File: config.mk
export PLATFORM = sky130hd
export DESIGN_NAME = wb_intercon_tmo_flat
export DESIGN_NICKNAME = d
export VERILOG_FILES = /design/src/rtl/wb_intercon_tmo_if.sv /design/src/rtl/wb_intercon_tmo.sv /design/src/flat_wrapper.sv
export SDC_FILE = /design/constraint.sdc
export NUM_CORES = 1
export LEC_CHECK = 0
export ABC_CLOCK_PERIOD_IN_PS = 2800
export CAP_MARGIN = 10
export CORE_AREA = 2 2 167 136
export CTS_BUF_LIST = sky130_fd_sc_hd__clkbuf_16
export CTS_CLUSTER_DIAMETER = 40
export DETAILED_ROUTE_END_ITERATION = 10
export DIE_AREA = 0 0 169 138
export GPL_TIMING_DRIVEN = 0
export PLACE_DENSITY = 0.69
export SYNTH_ARGS = -nofsm -noshare
export SYNTH_HDL_FRONTEND = slang
export SYNTH_SLANG_ARGS = --single-unit
File: constraint.sdc
create_clock -name clk -period 2.8 [get_ports clk]
set_clock_uncertainty 0.2 [all_clocks]
set_input_delay 0.28 -clock clk [delete_from_list [all_inputs] [get_ports clk]]
set_output_delay 0.28 -clock clk [all_outputs]
set_load 0.03 [all_outputs]
File: src/rtl/wb_intercon_tmo_if.sv
// Wishbone bus bundle for the CPU-side register interconnect.
// The interconnect reaches the CPU through the 'slave' modport: it is a
// Wishbone slave to the CPU. It reaches the peripherals through the 'master'
// modport: it is a Wishbone master to them.
//   slave  : i_wbm_* requests in, o_wbm_* responses out
//   master : o_wbs_* requests out (cyc/stb one-hot per slave, the rest shared),
//            i_wbs_* responses in (read data flattened, slave k at [k*DATA_W +: DATA_W])
interface wb_intercon_tmo_if #(
  parameter int NUM_SLAVE = 3,
  parameter int ADDR_W    = 32,
  parameter int DATA_W    = 32
);
  logic                        i_wbm_cyc;
  logic                        i_wbm_stb;
  logic                        i_wbm_we;
  logic [DATA_W/8-1:0]         i_wbm_sel;
  logic [ADDR_W-1:0]           i_wbm_addr;
  logic [DATA_W-1:0]           i_wbm_data;
  logic [DATA_W-1:0]           o_wbm_data;
  logic                        o_wbm_ack;
  logic                        o_wbm_err;

  logic [NUM_SLAVE-1:0]        o_wbs_cyc;
  logic [NUM_SLAVE-1:0]        o_wbs_stb;
  logic                        o_wbs_we;
  logic [DATA_W/8-1:0]         o_wbs_sel;
  logic [ADDR_W-1:0]           o_wbs_addr;
  logic [DATA_W-1:0]           o_wbs_data;
  logic [NUM_SLAVE*DATA_W-1:0] i_wbs_data;
  logic [NUM_SLAVE-1:0]        i_wbs_ack;

  modport slave (
    input  i_wbm_cyc, i_wbm_stb, i_wbm_we, i_wbm_sel, i_wbm_addr, i_wbm_data,
    output o_wbm_data, o_wbm_ack, o_wbm_err
  );

  modport master (
    output o_wbs_cyc, o_wbs_stb, o_wbs_we, o_wbs_sel, o_wbs_addr, o_wbs_data,
    input  i_wbs_data, i_wbs_ack
  );
endinterface

File: src/rtl/wb_intercon_tmo.sv
// Single-master Wishbone decoder/interconnect with ack timeout.
// The interconnect registers each request. It decodes the slave index from
// addr[SEL_LSB +: SEL_W] and drives a one-hot cyc/stb to the selected slave.
// It returns the slave's ack and read data as a registered one-cycle response.
// It answers an unmapped address or a slave that never acks with a one-cycle
// error, so a dead slave cannot hang the CPU.
// Ports:
//   clk, rst_n  : clock, asynchronous active-low reset
//   cpu         : CPU-facing Wishbone port (slave modport)
//   per         : peripheral-facing Wishbone port (master modport)
//   o_busy      : high whenever a transfer is in progress
//   o_tmo_cnt   : saturating count of ack timeouts
//   o_err_addr  : address of the most recent unmapped/timeout error
module wb_intercon_tmo #(
  parameter int NUM_SLAVE = 3,
  parameter int ADDR_W    = 32,
  parameter int DATA_W    = 32,
  parameter int SEL_LSB   = 8,
  parameter int SEL_W     = 4,
  parameter int TIMEOUT   = 255
) (
  input  logic                  clk,
  input  logic                  rst_n,
  wb_intercon_tmo_if.slave      cpu,
  wb_intercon_tmo_if.master     per,
  output logic                  o_busy,
  output logic [15:0]           o_tmo_cnt,
  output logic [ADDR_W-1:0]     o_err_addr
);

  localparam int CNT_W = $clog2(TIMEOUT + 1);
  localparam logic [SEL_W:0] NUM_S = (SEL_W + 1)'(NUM_SLAVE);
  localparam logic [CNT_W-1:0] CNT_LAST = CNT_W'(TIMEOUT - 1);

  typedef enum logic [1:0] {IDLE, ACCESS, RESP, ERR} state_t;

  function automatic logic [15:0] sat_inc16(input logic [15:0] v);
    return (v == 16'hFFFF) ? v : v + 16'd1;
  endfunction

  state_t                state_q, state_d;
  logic [NUM_SLAVE-1:0]  stb_q, stb_d;
  logic [CNT_W-1:0]      cnt_q, cnt_d;

  logic                  we_q;
  logic [DATA_W/8-1:0]   sel_q;
  logic [ADDR_W-1:0]     addr_q;
  logic [DATA_W-1:0]     wdata_q;
  logic [DATA_W-1:0]     rdata_q;
  logic [ADDR_W-1:0]     err_addr_q, err_addr_d;
  logic [15:0]           tmo_cnt_q;

  logic                  load_req;
  logic                  cap_rd;
  logic                  clr_rd;
  logic                  err_lat;
  logic                  tmo_inc;

  logic [SEL_W-1:0]      req_idx;
  logic                  req_mapped;
  logic [NUM_SLAVE-1:0]  req_dec;
  logic                  sel_ack;
  logic [DATA_W-1:0]     rd_mux;

  assign req_idx    = cpu.i_wbm_addr[SEL_LSB +: SEL_W];
  assign req_mapped = ({1'b0, req_idx} < NUM_S);

  // Only the selected slave's ack counts; stb_q is one-hot while in ACCESS.
  assign sel_ack = |(per.i_wbs_ack & stb_q);

  always_comb begin
    req_dec = '0;
    for (int k = 0; k < NUM_SLAVE; k++) begin
      req_dec[k] = (req_idx == SEL_W'(k));
    end
  end

  always_comb begin
    rd_mux = '0;
    for (int k = 0; k < NUM_SLAVE; k++) begin
      if (stb_q[k]) rd_mux = per.i_wbs_data[k*DATA_W +: DATA_W];
    end
  end

  always_ff @(posedge clk or negedge rst_n) begin
    if (!rst_n) begin
      state_q <= IDLE;
      stb_q   <= '0;
      cnt_q   <= '0;
    end else begin
      state_q <= state_d;
      stb_q   <= stb_d;
      cnt_q   <= cnt_d;
    end
  end

  always_comb begin
    state_d    = state_q;
    stb_d      = stb_q;
    cnt_d      = cnt_q;
    load_req   = 1'b0;
    cap_rd     = 1'b0;
    clr_rd     = 1'b0;
    err_lat    = 1'b0;
    tmo_inc    = 1'b0;
    err_addr_d = addr_q;
    case (state_q)
      IDLE: begin
        if (cpu.i_wbm_cyc && cpu.i_wbm_stb) begin
          load_req = 1'b1;
          cnt_d    = '0;
          if (req_mapped) begin
            state_d = ACCESS;
            stb_d   = req_dec;
          end else begin
            state_d    = ERR;
            err_lat    = 1'b1;
            clr_rd     = 1'b1;
            err_addr_d = cpu.i_wbm_addr;
          end
        end
      end
      ACCESS: begin
        // A master abort outranks both ack and expiry: nothing is reported.
        if (!cpu.i_wbm_cyc) begin
          state_d = IDLE;
          stb_d   = '0;
        end else if (sel_ack) begin
          state_d = RESP;
          stb_d   = '0;
          cap_rd  = 1'b1;
        end else if (cnt_q == CNT_LAST) begin
          state_d = ERR;
          stb_d   = '0;
          tmo_inc = 1'b1;
          err_lat = 1'b1;
          clr_rd  = 1'b1;
        end else begin
          cnt_d = cnt_q + CNT_W'(1);
        end
      end
      RESP:    state_d = IDLE;
      ERR:     state_d = IDLE;
      default: state_d = IDLE;
    endcase
  end

  // Request/response registers; cleared by reset so a dropped transfer leaves no trace.
  always_ff @(posedge clk or negedge rst_n) begin
    if (!rst_n) begin
      we_q       <= 1'b0;
      sel_q      <= '0;
      addr_q     <= '0;
      wdata_q    <= '0;
      rdata_q    <= '0;
      err_addr_q <= '0;
      tmo_cnt_q  <= '0;
    end else begin
      if (load_req) begin
        we_q    <= cpu.i_wbm_we;
        sel_q   <= cpu.i_wbm_sel;
        addr_q  <= cpu.i_wbm_addr;
        wdata_q <= cpu.i_wbm_data;
      end
      // Read data is captured on writes as well; error responses return zero.
      if (cap_rd) begin
        rdata_q <= rd_mux;
      end else if (clr_rd) begin
        rdata_q <= '0;
      end
      if (err_lat) err_addr_q <= err_addr_d;
      if (tmo_inc) tmo_cnt_q <= sat_inc16(tmo_cnt_q);
    end
  end

  assign per.o_wbs_cyc  = stb_q;
  assign per.o_wbs_stb  = stb_q;
  assign per.o_wbs_we   = we_q;
  assign per.o_wbs_sel  = sel_q;
  assign per.o_wbs_addr = addr_q;
  assign per.o_wbs_data = wdata_q;

  assign cpu.o_wbm_data = rdata_q;
  assign cpu.o_wbm_ack  = (state_q == RESP);
  assign cpu.o_wbm_err  = (state_q == ERR);

  assign o_busy     = (state_q != IDLE);
  assign o_tmo_cnt  = tmo_cnt_q;
  assign o_err_addr = err_addr_q;

endmodule

File: src/flat_wrapper.sv
// flat-port wrapper written by rule: the top's interface ports become plain ports
module wb_intercon_tmo_flat 
#(
  parameter int NUM_SLAVE = 3,
  parameter int ADDR_W    = 32,
  parameter int DATA_W    = 32,
  parameter int SEL_LSB   = 8,
  parameter int SEL_W     = 4,
  parameter int TIMEOUT   = 255
)
  (clk, rst_n, o_busy, o_tmo_cnt, o_err_addr, cpu_i_wbm_cyc, cpu_i_wbm_stb, cpu_i_wbm_we, cpu_i_wbm_sel, cpu_i_wbm_addr, cpu_i_wbm_data, cpu_o_wbm_data, cpu_o_wbm_ack, cpu_o_wbm_err, per_o_wbs_cyc, per_o_wbs_stb, per_o_wbs_we, per_o_wbs_sel, per_o_wbs_addr, per_o_wbs_data, per_i_wbs_data, per_i_wbs_ack);
  wb_intercon_tmo_if #(.NUM_SLAVE(NUM_SLAVE), .ADDR_W(ADDR_W), .DATA_W(DATA_W)) cpu_i ();
  wb_intercon_tmo_if #(.NUM_SLAVE(NUM_SLAVE), .ADDR_W(ADDR_W), .DATA_W(DATA_W)) per_i ();
  input  logic clk;
  input  logic rst_n;
  output logic o_busy;
  output logic [15:0] o_tmo_cnt;
  output logic [ADDR_W-1:0] o_err_addr;
  input wire logic [$bits(cpu_i.i_wbm_cyc)-1:0] cpu_i_wbm_cyc;
  input wire logic [$bits(cpu_i.i_wbm_stb)-1:0] cpu_i_wbm_stb;
  input wire logic [$bits(cpu_i.i_wbm_we)-1:0] cpu_i_wbm_we;
  input wire logic [$bits(cpu_i.i_wbm_sel)-1:0] cpu_i_wbm_sel;
  input wire logic [$bits(cpu_i.i_wbm_addr)-1:0] cpu_i_wbm_addr;
  input wire logic [$bits(cpu_i.i_wbm_data)-1:0] cpu_i_wbm_data;
  output wire logic [$bits(cpu_i.o_wbm_data)-1:0] cpu_o_wbm_data;
  output wire logic [$bits(cpu_i.o_wbm_ack)-1:0] cpu_o_wbm_ack;
  output wire logic [$bits(cpu_i.o_wbm_err)-1:0] cpu_o_wbm_err;
  output wire logic [$bits(per_i.o_wbs_cyc)-1:0] per_o_wbs_cyc;
  output wire logic [$bits(per_i.o_wbs_stb)-1:0] per_o_wbs_stb;
  output wire logic [$bits(per_i.o_wbs_we)-1:0] per_o_wbs_we;
  output wire logic [$bits(per_i.o_wbs_sel)-1:0] per_o_wbs_sel;
  output wire logic [$bits(per_i.o_wbs_addr)-1:0] per_o_wbs_addr;
  output wire logic [$bits(per_i.o_wbs_data)-1:0] per_o_wbs_data;
  input wire logic [$bits(per_i.i_wbs_data)-1:0] per_i_wbs_data;
  input wire logic [$bits(per_i.i_wbs_ack)-1:0] per_i_wbs_ack;
  assign cpu_i.i_wbm_cyc = cpu_i_wbm_cyc;
  assign cpu_i.i_wbm_stb = cpu_i_wbm_stb;
  assign cpu_i.i_wbm_we = cpu_i_wbm_we;
  assign cpu_i.i_wbm_sel = cpu_i_wbm_sel;
  assign cpu_i.i_wbm_addr = cpu_i_wbm_addr;
  assign cpu_i.i_wbm_data = cpu_i_wbm_data;
  assign cpu_o_wbm_data = cpu_i.o_wbm_data;
  assign cpu_o_wbm_ack = cpu_i.o_wbm_ack;
  assign cpu_o_wbm_err = cpu_i.o_wbm_err;
  assign per_o_wbs_cyc = per_i.o_wbs_cyc;
  assign per_o_wbs_stb = per_i.o_wbs_stb;
  assign per_o_wbs_we = per_i.o_wbs_we;
  assign per_o_wbs_sel = per_i.o_wbs_sel;
  assign per_o_wbs_addr = per_i.o_wbs_addr;
  assign per_o_wbs_data = per_i.o_wbs_data;
  assign per_i.i_wbs_data = per_i_wbs_data;
  assign per_i.i_wbs_ack = per_i_wbs_ack;
  wb_intercon_tmo #(.NUM_SLAVE(NUM_SLAVE), .ADDR_W(ADDR_W), .DATA_W(DATA_W), .SEL_LSB(SEL_LSB), .SEL_W(SEL_W), .TIMEOUT(TIMEOUT)) u_core (.clk(clk), .rst_n(rst_n), .cpu(cpu_i), .per(per_i), .o_busy(o_busy), .o_tmo_cnt(o_tmo_cnt), .o_err_addr(o_err_addr));
endmodule
-- Yosys cells after proc, flatten, opt, wreduce, memory -nomap -nowiden
Cells that the tools add are included.
Widths: inputs -> output; s select.
- magnitude comparators: 1
- reduce and logical (&&, ||, !) cells: 12
- multiplexer cells: 37
- bitwise operators: 2
- eq/ne operators: 13
- add/subtract/negate cells: 2
- operators with widths (cell ; count):
    $mux 32 ; 8
    $mux 8 ; 4
    $add 16x1->16 const B ; 1
    $eq 16x16->1 const B ; 1
    $pmux 8 s2 ; 1
    $mux 3 ; 5
    $mux 1 ; 11
    $mux 2 ; 5
    $add 8x1->8 const B ; 1
    $eq 8x8->1 const B ; 1
    $ne 2x2->1 const B ; 3
    $pmux 2 s3 ; 1
    $pmux 3 s2 ; 1
    $reduce_bool 2->1 ; 3
    $reduce_and 5->1 ; 1
    $eq 2x2->1 const B ; 2
    $eq 4x1->1 const B ; 1
    $eq 4x2->1 const B ; 1
    $logic_not 4->1 ; 1
    $lt 4x2->1 const B ; 1
    $ne 2x1->1 const B ; 2
    $ne 4x2->1 const B ; 1
    $reduce_and 2->1 ; 2
    $reduce_and 4->1 ; 1
    other kinds (8) ; 8
- input port bits: 172
- output and inout port bits: 158
- flip-flop bits (word level): 162

-- Depth between registers and ports, before layout
Gate-level depths: netlist of the first run.
- word-level depth: 7
- gate-level depth with buffers: 9
- mapped depth without buffers: 7

-- Worst setup path after synthesis of the first run
Ideal clock, no wire load.
- kind: register to register
- start: reg u_core.stb_q[1], in the netlist u_core.per.o_wbs_cyc[1]
- end: reg u_core.tmo_cnt_q[1], in the netlist u_core.o_tmo_cnt[1]
- setup time: 125 ps
- arrival: 2182 ps
- stages on the path, launching flop included: 6
- path slack: 293 ps
- data required time: 2475 ps
- cells stage by stage: dfrtp_1 -> buf_2 -> a222oi_1 -> nand4_1 -> a31oi_4 -> mux2_2
- longest elaborated chain between the ends: 6
- ends and longest elaborated chain (what ; line ; source):
    from (decl) ; wb_intercon_tmo.sv:42 ; logic [NUM_SLAVE-1:0] stb_q, stb_d;
    from (signal assigned) ; wb_intercon_tmo.sv:92 ; stb_q <= stb_d;
    $and 3x3->3 ; wb_intercon_tmo.sv:69 ; assign sel_ack = |(per.i_wbs_ack & stb_q);
    $reduce_or 3->1 ; wb_intercon_tmo.sv:69 ;
    $mux 1 ; wb_intercon_tmo.sv:128 ; end else if (sel_ack) begin
    $mux 1 ; wb_intercon_tmo.sv:125 ; if (!cpu.i_wbm_cyc) begin
    $mux 1 ; wb_intercon_tmo.sv:107 ; case (state_q)
    $reduce_and 2->1 (no source line) ; -- ;
    to (signal assigned) ; wb_intercon_tmo.sv:172 ; if (tmo_inc) tmo_cnt_q <= sat_inc16(tmo_cnt_q);
    to (decl) ; wb_intercon_tmo.sv:51 ; logic [15:0] tmo_cnt_q;
Every way passes these cells.
A chain may end at the register's enable or synchronous reset.

-- Final worst setup path of the first run
- start: in cpu_i_wbm_addr[10]
- end: reg u_core.err_addr_q[18], in the netlist u_core.o_err_addr[18]
- longest elaborated chain between the ends: 4
- ends and longest elaborated chain (what ; line ; source):
    from (decl) ; flat_wrapper.sv:23 ; input wire logic [$bits(cpu_i.i_wbm_addr)-1:0] cpu_i_wbm_addr;
    $lt 4x2->1 * ; wb_intercon_tmo.sv:66 ; assign req_mapped = ({1'b0, req_idx} < NUM_S);
    $mux 1 / $mux 32 (equally long branches) ; wb_intercon_tmo.sv:112 ; if (req_mapped) begin
    $mux 1 / $mux 32 (equally long branches) ; wb_intercon_tmo.sv:109 ; if (cpu.i_wbm_cyc && cpu.i_wbm_stb) begin
    $pmux 1 s2 / $mux 32 (equally long branches) ; wb_intercon_tmo.sv:107 ;
    to (signal assigned) ; wb_intercon_tmo.sv:171 ; if (err_lat) err_addr_q <= err_addr_d;
    to (decl) ; wb_intercon_tmo.sv:50 ; logic [ADDR_W-1:0] err_addr_q, err_addr_d;
Every way passes the cells marked *; elsewhere a longest branch is shown, timed or not.

==> results of run 1 <==
-- cells in the mapped netlist --
library cell / instances
sky130_fd_sc_hd__nand2_1: 310
sky130_fd_sc_hd__dfrtp_1: 162
sky130_fd_sc_hd__clkbuf_1: 45
sky130_fd_sc_hd__nor2_1: 42
sky130_fd_sc_hd__o21ai_0: 36
sky130_fd_sc_hd__a22o_1: 32
sky130_fd_sc_hd__a22oi_1: 32
sky130_fd_sc_hd__a31oi_1: 31
sky130_fd_sc_hd__nand3_1: 12
sky130_fd_sc_hd__xnor2_1: 12
sky130_fd_sc_hd__a21oi_1: 8
sky130_fd_sc_hd__buf_2: 7
sky130_fd_sc_hd__nand4_1: 7
sky130_fd_sc_hd__nor3_1: 7
sky130_fd_sc_hd__inv_1: 6
sky130_fd_sc_hd__mux2_2: 6
sky130_fd_sc_hd__and2_1: 5
sky130_fd_sc_hd__and4_1: 4
sky130_fd_sc_hd__and3_1: 3
sky130_fd_sc_hd__buf_4: 3
sky130_fd_sc_hd__ha_1: 3
sky130_fd_sc_hd__nand2b_1: 3
sky130_fd_sc_hd__nor2b_1: 3
sky130_fd_sc_hd__xor2_1: 3
sky130_fd_sc_hd__buf_1: 2
sky130_fd_sc_hd__nor3b_1: 2
sky130_fd_sc_hd__o22ai_1: 2
sky130_fd_sc_hd__o311a_1: 2
sky130_fd_sc_hd__or2_2: 2
sky130_fd_sc_hd__a2111oi_4: 1
sky130_fd_sc_hd__a211o_1: 1
sky130_fd_sc_hd__a211oi_1: 1
sky130_fd_sc_hd__a21o_1: 1
sky130_fd_sc_hd__a222oi_1: 1
sky130_fd_sc_hd__a31oi_4: 1
sky130_fd_sc_hd__and3b_1: 1
sky130_fd_sc_hd__mux2i_1: 1
sky130_fd_sc_hd__nand4bb_1: 1
sky130_fd_sc_hd__nor4_1: 1
sky130_fd_sc_hd__o32ai_1: 1
sky130_fd_sc_hd__or2b_1: 1
-- metrics by stage --
stage / worst slack, ns / cells / setup TNS, ns / utilization, % / hold slack, ns
after global placement: -5.642 / 1413 / -927.79 / 49.68 / 0.2571
after floorplan: 0.2934 / 804 / 0 / - / -0.2156
after detailed placement: -0.5211 / 1414 / -17.42 / 49.82 / 0.1058
after global routing: 0.02711 / 1451 / 0 / 52.88 / 0.1845
after CTS: 0.03994 / 1451 / 0 / 52.85 / 0.1645
final: 0.2078 / 1451 / 0 / 52.88 / 0.1827
-- repair_timing --
item	in CTS	in global routing
setup endpoints to repair	55	49
hold buffers	1	0
gates cloned	0	0
buffers inserted	4	0
resized for setup	1	5
endpoints found under the hold margin	80	0
pin swaps	2	0
-- worst max-delay path, stage by stage --
cell and delay [ns]:
sky130_fd_sc_hd__clkdlybuf4s50_1 0.58, sky130_fd_sc_hd__a211oi_1 0.39, sky130_fd_sc_hd__or2_2 0.18, sky130_fd_sc_hd__clkbuf_1 0.16, sky130_fd_sc_hd__clkbuf_1 0.47, sky130_fd_sc_hd__clkbuf_1 0.45, sky130_fd_sc_hd__a31oi_1 0.15
-- final cells by class --
type	count	area share (%)
tap	280	3.019
multi-input combinational	579	25.44
sequential	162	34.93
buffer	57	2.048
inverter	6	0.1940
clock inverter	15	1.703
timing repair buffer	335	29.00
clock buffer	17	3.665
-- path summary, 6_finish.rpt --
kind | startpoint | endpoint | slack (ns) | cells after the start
setup / recovery | cpu_i_wbm_addr[10] | u_core.o_err_addr[18]$_DFFE_PN0P_ | 0.21 | 7
hold / removal | cpu_i_wbm_data[28] | u_core.per.o_wbs_data[28]$_DFFE_PN0P_ | 0.18 | 3
setup reg to reg | u_core.per.o_wbs_cyc[1]$_DFFE_PN0P_ | u_core.o_tmo_cnt[15]$_DFFE_PN0P_ | 0.23 | 8
hold reg to reg | u_core.per.o_wbs_data[8]$_DFFE_PN0P_ | u_core.per.o_wbs_data[8]$_DFFE_PN0P_ | 0.27 | 2
max in group asynchronous | rst_n | u_core.o_err_addr[27]$_DFFE_PN0P_ | 1.36 | 3
min in group asynchronous | rst_n | u_core.per.o_wbs_data[13]$_DFFE_PN0P_ | 0.21 | 2
-- power by group --
part	total [W]	internal, W	leakage, nW	switching (W)
clock	0.00248	0.00144	0.308	0.00104
sequential	0.00306	0.00277	2.06	0.000296
combinational	0.00282	0.00119	2.78	0.00163
total	0.00836	0.00540	5.15	0.00296
-- kinds of logic after synthesis --
family	count (synthesis)
simple gates	404
flops	162
compound gates	150
buf+inv	63
xor+xnor	15
mux	7
fa+ha+maj	3
-- state kept, by name, summed over array words and instances (netlist names) --
name and count:
u_core.per.o_wbs_we 1, u_core.per.o_wbs_sel 4, u_core.per.o_wbs_cyc 3, u_core.o_err_addr 32, u_core.o_tmo_cnt 16, u_core.per.o_wbs_addr 32
u_core.per.o_wbs_data 32, u_core.cpu.o_wbm_data 32, u_core.state_q 2, u_core.cnt_q 8
-- layer usage --
metal | vias up | GRT usage [%] | part of all wire, %
met1 | 3379 | 29.60 | 47
met2 | 225 | 30.65 | 45
met4 | 0 | 5.983 | 1.8
met3 | 26 | 5.125 | 6.0
met5 | - | 0 | 0
li1 | 3418 | - | -
==> results, run 1 <==
- For this configuration, the core starts out at a cell density of 33.07%.
- The cell at the root of the clock tree is sky130_fd_sc_hd__clkbuf_16.
- The TritonCTS clock tree is yes.
- The total grt overflow is 0.
- For this run, design rule violations remaining after detail routing come to 0.
- By area the synthesized netlist is led by sky130_fd_sc_hd__dfrtp_1 56%, sky130_fd_sc_hd__nand2_1 16%, sky130_fd_sc_hd__a22o_1 3.9%.
- Derived from the worst setup path, the maximum achievable clock frequency is 385.8 MHz.
- The detailed router placed 7048 vias in this run.
- A synthesized cell averages 9.029 sq um.
- Routability-driven placement finished with a final weighted congestion of 0.8551.
- The net count of the finished layout is 1333.
- In this run, CTS created clock tree buffers numbering 17.
- The total count of hold-check failures in the final report is 0.
- Power spread over the standard cell area amounts to 720.2 nW/um^2.
- In the layout the commonest cells are 328 x sky130_fd_sc_hd__clkdlybuf4s50_1, 310 x sky130_fd_sc_hd__nand2_1, 162 x sky130_fd_sc_hd__dfrtp_1.
- In this run the number of H-tree levels came out at 4.
- The maximum VDD drop is 0.3770 mV.
- The final critical-path share of the clock period is 92.58%.
- The mapped cell area is 7259 sq um.
- The fraction of the mapped netlist area in adder cells is 0.5171%.
- The actual slew at the worst max-slew pin is 0.6470 ns.
- The top cell type by area accounts for 55.84% of the synthesized area.
- Entering global routing, the biggest net connects 83 pins.
- The number of synthesis warnings is 0.
- Once detail routing completed, the nets flagged for antenna violations numbered 0.
- The sum of net half-perimeters after detailed placement is 17.87 mm.
- The wire length of the first global-routing pass is 37.89 mm.
- Of the post-synthesis cell area, the part taken by muxes is 1.069%.
- The sequential-to-total area share from yosys stat is 55.84%.
- Wires add up to 24.02 mm.
- The width of the chip is 169 um.
- The final critical-path required period is 2.592 ns.
- Counting flops and latches in the post-synthesis netlist gives 162.
- The instance area after placement is 10940 sq um.
- The remaining max-slew budget at the tightest pin is 56.87%.
- STA puts the critical path data required time at 2.87 ns.
- The number of nets handed over by synthesis was 979.
- The filler cells instantiated in the layout total 2066.
- The die area is 23320 sq um.
- At the worst endpoint, the arrival time is 2.67 ns.
- The number of global-route vias before repair is 6818.
- The simple-gate share of the synthesized area is 22.65%.
- The post-synthesis share of cell area spent on xor and xnor gates is 1.810%.
- Registers take 4054 sq um.
- The combinational family with the most area after synthesis is simple AND/OR/NAND/NOR gates.
- Setup violations remaining at the end of the flow were counted as 0.
- 330 I/O pins were placed.
- The final routed wire length divided by cell count is 16.56 um.
- The clock latency on the worst-skew pair is 0.42 ns.
- The post-route netlist has 5.209% of its cells at a drive strength greater than 1.
- Of all nets on the critical path, the largest fanout is 10.
- Synthesis produced 804 cells.
- In this run the core area contains 49 standard-cell rows.
- After floorplanning, the core was sized to cover 21950 sq um.
- The number of search-and-repair iterations in the first detailed-routing pass is 5.
- The area fraction in compound gates after synthesis is 14.58%.
- The longest clock path from root to sink contains 2 buffers.
- The run finished with clean final reports.
- Counting every sink on the clock net gives 162.
- The multi-input combinational cells in the finished layout cover a total of 2953 sq um.
- Setup repair after global routing left no endpoint under its margin.
- The largest total area in the synthesized netlist belongs to sky130_fd_sc_hd__dfrtp_1.
- The number of antenna violations at the first check in global routing came to 0.
- After clock tree synthesis, the clock-pin slew on the worst setup and hold paths is 0.07 ns.
- The type of the tightest min-delay check is in2reg.
- The type of the setup path with the least slack is in2reg.
- The endpoint kind of the worst setup timing path is a flop.
- The mean number of vias per cell is 4.857.
- The startpoint type of the worst setup path is a primary input.
- The count of max-cap constraint violations is 0.
- The overall power is 0.008358 W.
- The distinct cell type count after synthesis is 41.
- The finished layout cell area is 11610 sq um.
- For this block, the initial DRC count from the detailed router was 607.
- The number of max-slew violations in the final report is 0.
- The height of the die is 138 um.
- The number of buffers added on ports is 329.
- For this run, the total global-route usage over all layers was measured as 20.51%.
- The leakage power summed over all cells is 5.150 nW.
- The area added between synthesis and finish is 59.88%.
- The number of diodes added for antenna fixing is 0.
- The library cell used most frequently in the layout, excluding fill and tap cells, is sky130_fd_sc_hd__clkdlybuf4s50_1.
(Power assumes the default switching activity.)
==> run 2, diff against run 1 <==
Settings changed: CORE_AREA 2 2 167 136 to 2 2 150 123, DIE_AREA 0 0 169 138 to 0 0 152 125, PLACE_DENSITY 0.69 to 0.82.
==> run 2 against run 1 <==
  * Flip-flop and latch count is the same
  * Final cell count down 3.6%
  * Critical endpoint is now u_core.o_err_addr[25]$_DFFE_PN0P_
  * Clock power is 10% lower
  * Worst hold slack got worse by 0.0071 ns
  * Fmax up 0.61%
==> results, run 2 (synthesis results as in run 1) <==
- The flow ran to the end, and the final reports show no timing, DRC or antenna violations.
- The critical path in this run is classified as reg2reg.
- The power density normalized to cell area is 707.4 nW/um^2 (-1.8%).
- The die area is 19000 sq um (-19%).
- The required time of the worst setup path is 2.93 ns (+0.06 ns).
- The maximum VDD drop came to 0.4450 mV (+18%).
- The count of buffer and inverter cells on the critical path came to 4 (unchanged).
- The worst register-to-register path ends at u_core.o_err_addr[25]$_DFFE_PN0P_.
- The final routed wire length divided by cell count is 16.99 um (+2.6%).
- Setup repair after global routing left no endpoint under its margin.
- The violation count after the first detailed-route iteration is 283 (-53%).
- The count of nets after finishing is 1333 (unchanged).
- The largest driver fanout on the critical path is 10 (unchanged).
- The mean number of vias per cell was 5.172 (+6.5%).
- The actual slew at the worst max-slew pin was 0.5870 ns (-0.05996 ns).
- The fmax is 388.1 MHz (+0.61%).
- The count of max-cap constraint violations is 0 (unchanged).
- The placed cell count came to 1364 (-3.5%).
- The switching fraction of total power came to 35.34% (-0.10 points).
- The top cell types in the final layout, fill and taps aside, are 328 x sky130_fd_sc_hd__clkdlybuf4s50_1, 310 x sky130_fd_sc_hd__nand2_1, 162 x sky130_fd_sc_hd__dfrtp_1.
- The area of combinational cells with multiple inputs was 2953 sq um (unchanged).
- The total global-route track usage came to 25.01% (+4.5 points).
- The number of filler cells placed in the layout is 1441 (-30%).
- The slack of the worst reg-to-reg path was 0.22 ns (about the same).
- The number of buffers added on ports is 329 (unchanged).
- The final weighted congestion in routability-driven placement came to 0.8550 (about the same).
- The row count came to 44 (-10%).
- The height of the die is 125 um (-9.4%).
- The area taken by flip-flops and latches is 4054 sq um (unchanged).
- The number of non-filler instances in the completed layout is 1399 (-3.6%).
- The number of sinks handled by clock tree synthesis came to 162 (unchanged).
- The sum of net half-perimeters after detailed placement is 17.95 mm (+0.47%).
- The maximum number of pins on one net before global-route repair came to 93 (+12%).
- Among all stages on the critical path, the largest delay is contributed by sky130_fd_sc_hd__dfrtp_1.
- The final critical-path share of the clock period is 92.02% (-0.56 points).
- The endpoint kind of the worst setup timing path is a flop.
- The part of the power in registers is 37.9% (+1.3 points).
- The TritonCTS clock tree is yes.
- The cell at the root of the clock tree is sky130_fd_sc_hd__clkbuf_16.
- The total count of hold-check failures in the final report is 0 (unchanged).
- The worst setup timing slack at the placement stage is -0.4097 ns (+0.1115 ns).
- The library cell used most frequently in the layout, excluding fill and tap cells, is sky130_fd_sc_hd__clkdlybuf4s50_1.
- The share of cells above drive strength 1 was 4.880% (-0.33 points).
- The clock-pin slew on the worst setup and hold paths was 0.06 ns (about the same).
- The final critical-path required period is 2.577 ns (-0.01564 ns).
- The endpoint arrival time on the critical path came to 2.71 ns (+0.04 ns).
- The number of search-and-repair iterations in the first detailed-routing pass was 4 (-1).
- The final setup violation count came to 0 (unchanged).
- The cell depth of the worst flop-to-flop path is 8 (unchanged).
- The remaining number of nets flagged by the antenna check after routing was 0 (unchanged).
- The wire length of the first global-routing pass was 37.87 mm (about the same).
- The slack of the critical path is 0.2235 ns (+0.01564 ns).
- The remaining routing DRC violations is 0 (unchanged).
- The delay of the slowest critical-path stage is 0.40 ns (-0.18 ns).
- The number of antenna violations at the first check in global routing came to 1 (+1).
- The total grt overflow is 0 (unchanged).
- The overall power is 0.008113 W (-2.9%).
- The number of global-route vias before repair is 7046 (+3.3%).
- The worst register-to-register path begins at u_core.per.o_wbs_cyc[1]$_DFFE_PN0P_.
- The cell family contributing the most delay on the critical path is buffers and inverters.
- The clock latency on the worst-skew pair was 0.43 ns (about the same).
- The count of vias placed by the detailed router is 7236 (+2.7%).
- The net load switching power was 0.002867 W (-3.2%).
- The effective utilization at floorplan is 41.08% (+8.0 points).
- The share of total power in combinational logic was 34.7% (+1.0 points).
- The number of max-slew violations in the final report came to 0 (unchanged).
- The remaining max-slew budget at the tightest pin is 60.87% (+4.0 points).
- The core area is 17670 sq um (-19%).
- The fraction of power consumed by the clock network came to 27.4% (-2.2 points).
- The number of top-level design ports is 330 (unchanged).
- The worst hold path belongs to the class in2async.
- The final-layout worst hold slack came to 0.1756 ns (-0.007109 ns).
- The total detailed-routing wirelength was 23.76 mm (-1.1%).
- The most prevalent standard cell on the critical path is sky130_fd_sc_hd__buf_2.
- The signal on the critical path passes through buf_2 > a222oi_1 > buf_4 > and4_1 > clkbuf_1 > buf_2 > nand2_1 > a31oi_1.
- The maximum level of the CTS H-tree is 4 (unchanged).
- The width of the chip is 152 um (-10%).
- The leakage power summed over all cells is 5.102 nW (-0.93%).
- The TritonCTS buffer count is 17 (unchanged).
- The maximum root-to-sink buffer count is 2 (unchanged).
- The area growth from synthesis to layout is 58.00%.
- The internal power came to 0.005246 W (-2.8%).
- STA classifies the critical path startpoint as a flop.
run 2: cell types whose count changed in the layout (fill, tap and decap cells not counted), moves of 2 or more:
cell,previous run,this run
sky130_fd_sc_hd__clkinv_4,3,1
sky130_fd_sc_hd__inv_8,5,0
sky130_fd_sc_hd__clkinv_2,1,3
sky130_fd_sc_hd__clkinvlp_4,1,4
run 2: how the worst max path moves through the flow:
stage | from | endpoint | slack [ns] | cells past startpoint
after detailed placement | per_i_wbs_ack[0] | u_core.o_tmo_cnt[1]$_DFFE_PN0P_ | -0.41 | 5
after global placement | rst_n | u_core.per.o_wbs_data[12]$_DFFE_PN0P_ | -5.40 | 1
after floorplan | u_core.per.o_wbs_cyc[1]$_DFFE_PN0P_ | u_core.o_tmo_cnt[1]$_DFFE_PN0P_ | 0.29 | 5
after global routing | u_core.cnt_q[0]$_DFFE_PN0P_ | u_core.cpu.o_wbm_data[21]$_DFFE_PN0P_ | 0.07 | 9
after CTS | u_core.state_q[0]$_DFFE_PN0P_ | u_core.per.o_wbs_data[1]$_DFFE_PN0P_ | 0.04 | 6
final | u_core.per.o_wbs_cyc[1]$_DFFE_PN0P_ | u_core.o_err_addr[25]$_DFFE_PN0P_ | 0.22 | 8
run 2: worst register-to-register path, stage by stage (launching register included):
cell                       delay, ns
sky130_fd_sc_hd__dfrtp_1        0.40
sky130_fd_sc_hd__buf_2          0.18
sky130_fd_sc_hd__a222oi_1       0.33
sky130_fd_sc_hd__buf_4          0.18
sky130_fd_sc_hd__and4_1         0.17
sky130_fd_sc_hd__clkbuf_1       0.38
sky130_fd_sc_hd__buf_2          0.34
sky130_fd_sc_hd__nand2_1        0.11
sky130_fd_sc_hd__a31oi_1        0.21
run 2: per-stage QoR:
stage          util (%)  instance area (sq um)  TNS, ns
4_1_cts           64.85                  11460        0
3_3_place_gp      61.34                  10840  -883.66
3_5_place_dp      61.53                  10870   -11.93
6_report          64.90                  11470        0
2_1_floorplan         -                   7259        0
5_1_grt           64.90                  11470        0
run 2: final cells by class:
class / count / area share, %
Clock inverter: 12 / 1.058
Clock buffer: 17 / 3.709
Tap cell: 230 / 2.509
Multi-Input combinational cell: 579 / 25.74
Buffer: 57 / 2.073
Sequential cell: 162 / 35.34
Inverter: 6 / 0.1964
Antenna cell: 1 / 0.02182
Timing Repair Buffer: 335 / 29.34
run 2: power by group through the flow:
stage	logic (W)	registers, W	clock network, W
floorplan	0.000625	0.00387	0
global placement	0.00277	0.00309	0
detailed placement	0.00282	0.00311	0
CTS	0.00284	0.00307	0.00226
global route	0.00300	0.00313	0.00237
finish	0.00282	0.00308	0.00222
run 2: metal layers:
metal | wire, um | GRT usage [%]
met5 | 0 | 0
met4 | 549 | 8.191
met3 | 1697 | 6.932
met2 | 11100 | 38.95
met1 | 10420 | 34.11
run 2: what timing repair did:
action                                  4_1_cts  5_1_grt
endpoints found under the hold margin        70        0
hold buffers                                  1        0
gates resized for setup                       0        6
buffers inserted                              4        0
pin swaps                                     2        0
endpoints found under the setup margin       26       74
==> run 3, diff against run 2 <==
Settings changed: GPL_TIMING_DRIVEN 0 to not set, MAX_ROUTING_LAYER set to met4, REMOVE_ABC_BUFFERS set to 1.
==> run 3 against run 2 <==
  * Worst hold slack got worse by 0.0075 ns
  * Non-clock buffer count fell by 39
  * Sequential share of layout area barely moved
  * Utilization barely moved
  * Critical path type is now reg2out
  * Critical endpoint is now per_o_wbs_stb[2]
==> results, run 3 (synthesis results as in run 1) <==
- The flow ran to the end, and the final reports show no timing, DRC or antenna violations.
- The slack of the critical path came to 0.2222 ns (-0.001279 ns).
- The highest-delay cell along the critical path is sky130_fd_sc_hd__clkdlybuf4s50_1.
- The number of sinks handled by clock tree synthesis is 162 (unchanged).
- The delay of the slowest critical-path stage is 0.79 ns (+0.39 ns).
- The die area is 19000 sq um (unchanged).
- The power density normalized to cell area was 713.8 nW/um^2 (+0.91%).
- The total detailed-routing wirelength is 23.18 mm (-2.5%).
- The maximum level of the CTS H-tree is 4 (unchanged).
- The count of vias placed by the detailed router came to 7057 (-2.5%).
- The most common library cell in the layout ignoring fill and taps is sky130_fd_sc_hd__clkdlybuf4s50_1.
- The endpoint arrival time on the critical path is 2.10 ns (-0.61 ns).
- The actual slew at the worst max-slew pin is 1.213 ns (+0.6264 ns).
- The signal on the critical path passes through buf_4 > clkdlybuf4s50_1.
- The clock latency on the worst-skew pair is 0.43 ns (about the same).
- The maximum number of pins on one net before global-route repair is 68 (-27%).
- The kind of cell with the highest combined delay along the critical path is buffers and inverters.
- The fmax is 387.9 MHz (about the same).
- The row count was 44 (unchanged).
- The violation count after the first detailed-route iteration is 482 (+70%).
- The number of global-route vias before repair came to 6884 (-2.3%).
- The mean number of vias per cell was 5.181 (+0.18%).
- The final setup violation count came to 0 (unchanged).
- The maximum root-to-sink buffer count came to 2 (unchanged).
- The leakage power summed over all cells came to 5.125 nW (+0.45%).
- The remaining max-slew budget at the tightest pin is 18.74% (-42 points).
- The final critical-path required period is 2.578 ns (+0.001279 ns).
- The utilization of the core after routing is 64.91% (about the same).
- The total count of hold-check failures in the final report is 0 (unchanged).
- The top cell types in the final layout, fill and taps aside, are 328 x sky130_fd_sc_hd__clkdlybuf4s50_1, 310 x sky130_fd_sc_hd__nand2_1, 162 x sky130_fd_sc_hd__dfrtp_1.
- The finished layout cell area came to 11470 sq um (about the same).
- The worst setup timing slack at the placement stage is 0.07638 ns (+0.4861 ns).
- The remaining number of nets flagged by the antenna check after routing is 0 (unchanged).
- The total grt overflow is 0 (unchanged).
- The number of top-level design ports is 330 (unchanged).
- The required time of the worst setup path came to 2.32 ns (-0.61 ns).
- The endpoint kind of the worst setup timing path is an output pin.
- The remaining routing DRC violations was 0 (unchanged).
- The number of max-slew violations in the final report came to 0 (unchanged).
- The clock-pin slew on the worst setup and hold paths came to 0.08 ns (+0.02 ns).
- The effective utilization at floorplan is 41.08% (unchanged).
- The worst hold path belongs to the class in2reg.
- The number of diodes added for antenna fixing is 0 (-1).
- The count of nets after finishing is 1294 (-2.9%).
- The count of buffer and inverter cells on the critical path is 2 (-2).
- The share of cells above drive strength 1 is 6.272% (+1.4 points).
- The count of max-cap constraint violations came to 0 (unchanged).
- The area added between synthesis and finish is 58.01% (about the same).
- The width of the chip is 152 um (unchanged).
- The maximum VDD drop is 0.5960 mV (+34%).
- The TritonCTS buffer count is 17 (unchanged).
- The height of the die is 125 um (unchanged).
- The final routed wire length divided by cell count is 17.02 um (+0.20%).
- The number of antenna violations at the first check in global routing was 0 (-1).
- The wire length of the first global-routing pass is 36.99 mm (-2.3%).
- The largest driver fanout on the critical path came to 67 (+57).
- The worst setup path is launched from a flop.
- The total global-route track usage is 25.00% (about the same).
- The number of gates given a new drive strength after cts came to 0 (unchanged).
- The final weighted congestion in routability-driven placement is 0.8286 (-3.1%).
- The cell at the root of the clock tree is sky130_fd_sc_hd__clkbuf_16.
- The core area is 17670 sq um (unchanged).
- TritonCTS built the clock tree.
- The number of buffers added on ports is 329 (unchanged).
- The instance area after placement is 10880 sq um (about the same).
- The final critical-path share of the clock period is 92.06% (about the same).
- Setup repair after global routing left no endpoint under its margin.
- The number of search-and-repair iterations in the first detailed-routing pass was 4 (unchanged).
- The critical path is of the reg2out type.
- The sum of net half-perimeters after detailed placement is 16.59 mm (-7.6%).
==> run 3: changes by cell type in the layout (fill, tap and decap cells not counted), sizes merged <==
cell	change
inv	+9
buf	+7
clkinv	-1
bufinv	-2
diode	-1
clkinvlp	-3
clkbuf	-46
==> run 3: final cells by class <==
type | count | area, sq um
multi-input cells | 579 | 2982
repair buffers | 353 | 3540
fillers | 1390 | 6201
well taps | 230 | 287.8
flip-flops and latches | 162 | 4054
clock buffers | 17 | 425.4
clock inverters | 15 | 160.2
inverters | 6 | 22.52
==> run 3: worst min-delay path: stages <==
cell                              delay (ns)
sky130_fd_sc_hd__clkdlybuf4s50_1        0.39
sky130_fd_sc_hd__nand2_1                0.05
sky130_fd_sc_hd__nand2_1                0.04
==> run 3: metal layers <==
layer / up-vias / part of all wire, % / global-route usage [%]
li1: 3344 / - / -
met1: 3396 / 43 / 32.49
met2: 263 / 48 / 38.58
met3: 54 / 6.2 / 5.823
met4: 0 / 2.8 / 9.126
met5: - / 0 / -
==> run 3: path summary, 6_finish.rpt <==
check / cells after the start / slack [ns] / to / start
max reg2reg: 4 / 0.27 / u_core.cpu.o_wbm_data[31]$_DFFE_PN0P_ / u_core.state_q[1]$_DFFE_PN0P_
max in group asynchronous: 3 / 1.44 / u_core.o_tmo_cnt[7]$_DFFE_PN0P_ / rst_n
max: 2 / 0.22 / per_o_wbs_stb[2] / u_core.per.o_wbs_cyc[2]$_DFFE_PN0P_
min in group asynchronous: 2 / 0.22 / u_core.cpu.o_wbm_data[28]$_DFFE_PN0P_ / rst_n
min reg2reg: 2 / 0.28 / u_core.per.o_wbs_data[3]$_DFFE_PN0P_ / u_core.per.o_wbs_data[3]$_DFFE_PN0P_
min: 3 / 0.17 / u_core.per.o_wbs_data[21]$_DFFE_PN0P_ / cpu_i_wbm_data[21]
==> run 3: what timing repair did <==
action | in CTS | in global routing
hold buffers | 1 | 0
buffers inserted | 0 | 0
endpoints found under the hold margin | 64 | 0
==> run 3: power by group <==
part	internal [W]	total [W]	switching, W
Clock	0.00120	0.00230	0.00110
Combinational	0.00120	0.00284	0.00164
Sequential	0.00276	0.00305	0.000285
Total	0.00516	0.00819	0.00303
==> run 3: stage by stage <==
stage	setup TNS, ns	power (W)	hold WS [ns]	cells
after detailed placement	0	0.005929	0.1266	1329
after global placement	0	0.005866	0.1215	1329
final	0	0.008188	0.1681	1362
after CTS	0	0.008251	0.1503	1362
after floorplan	-157.48	0.004476	-0.2156	747
after global routing	0	0.008588	0.1690	1362
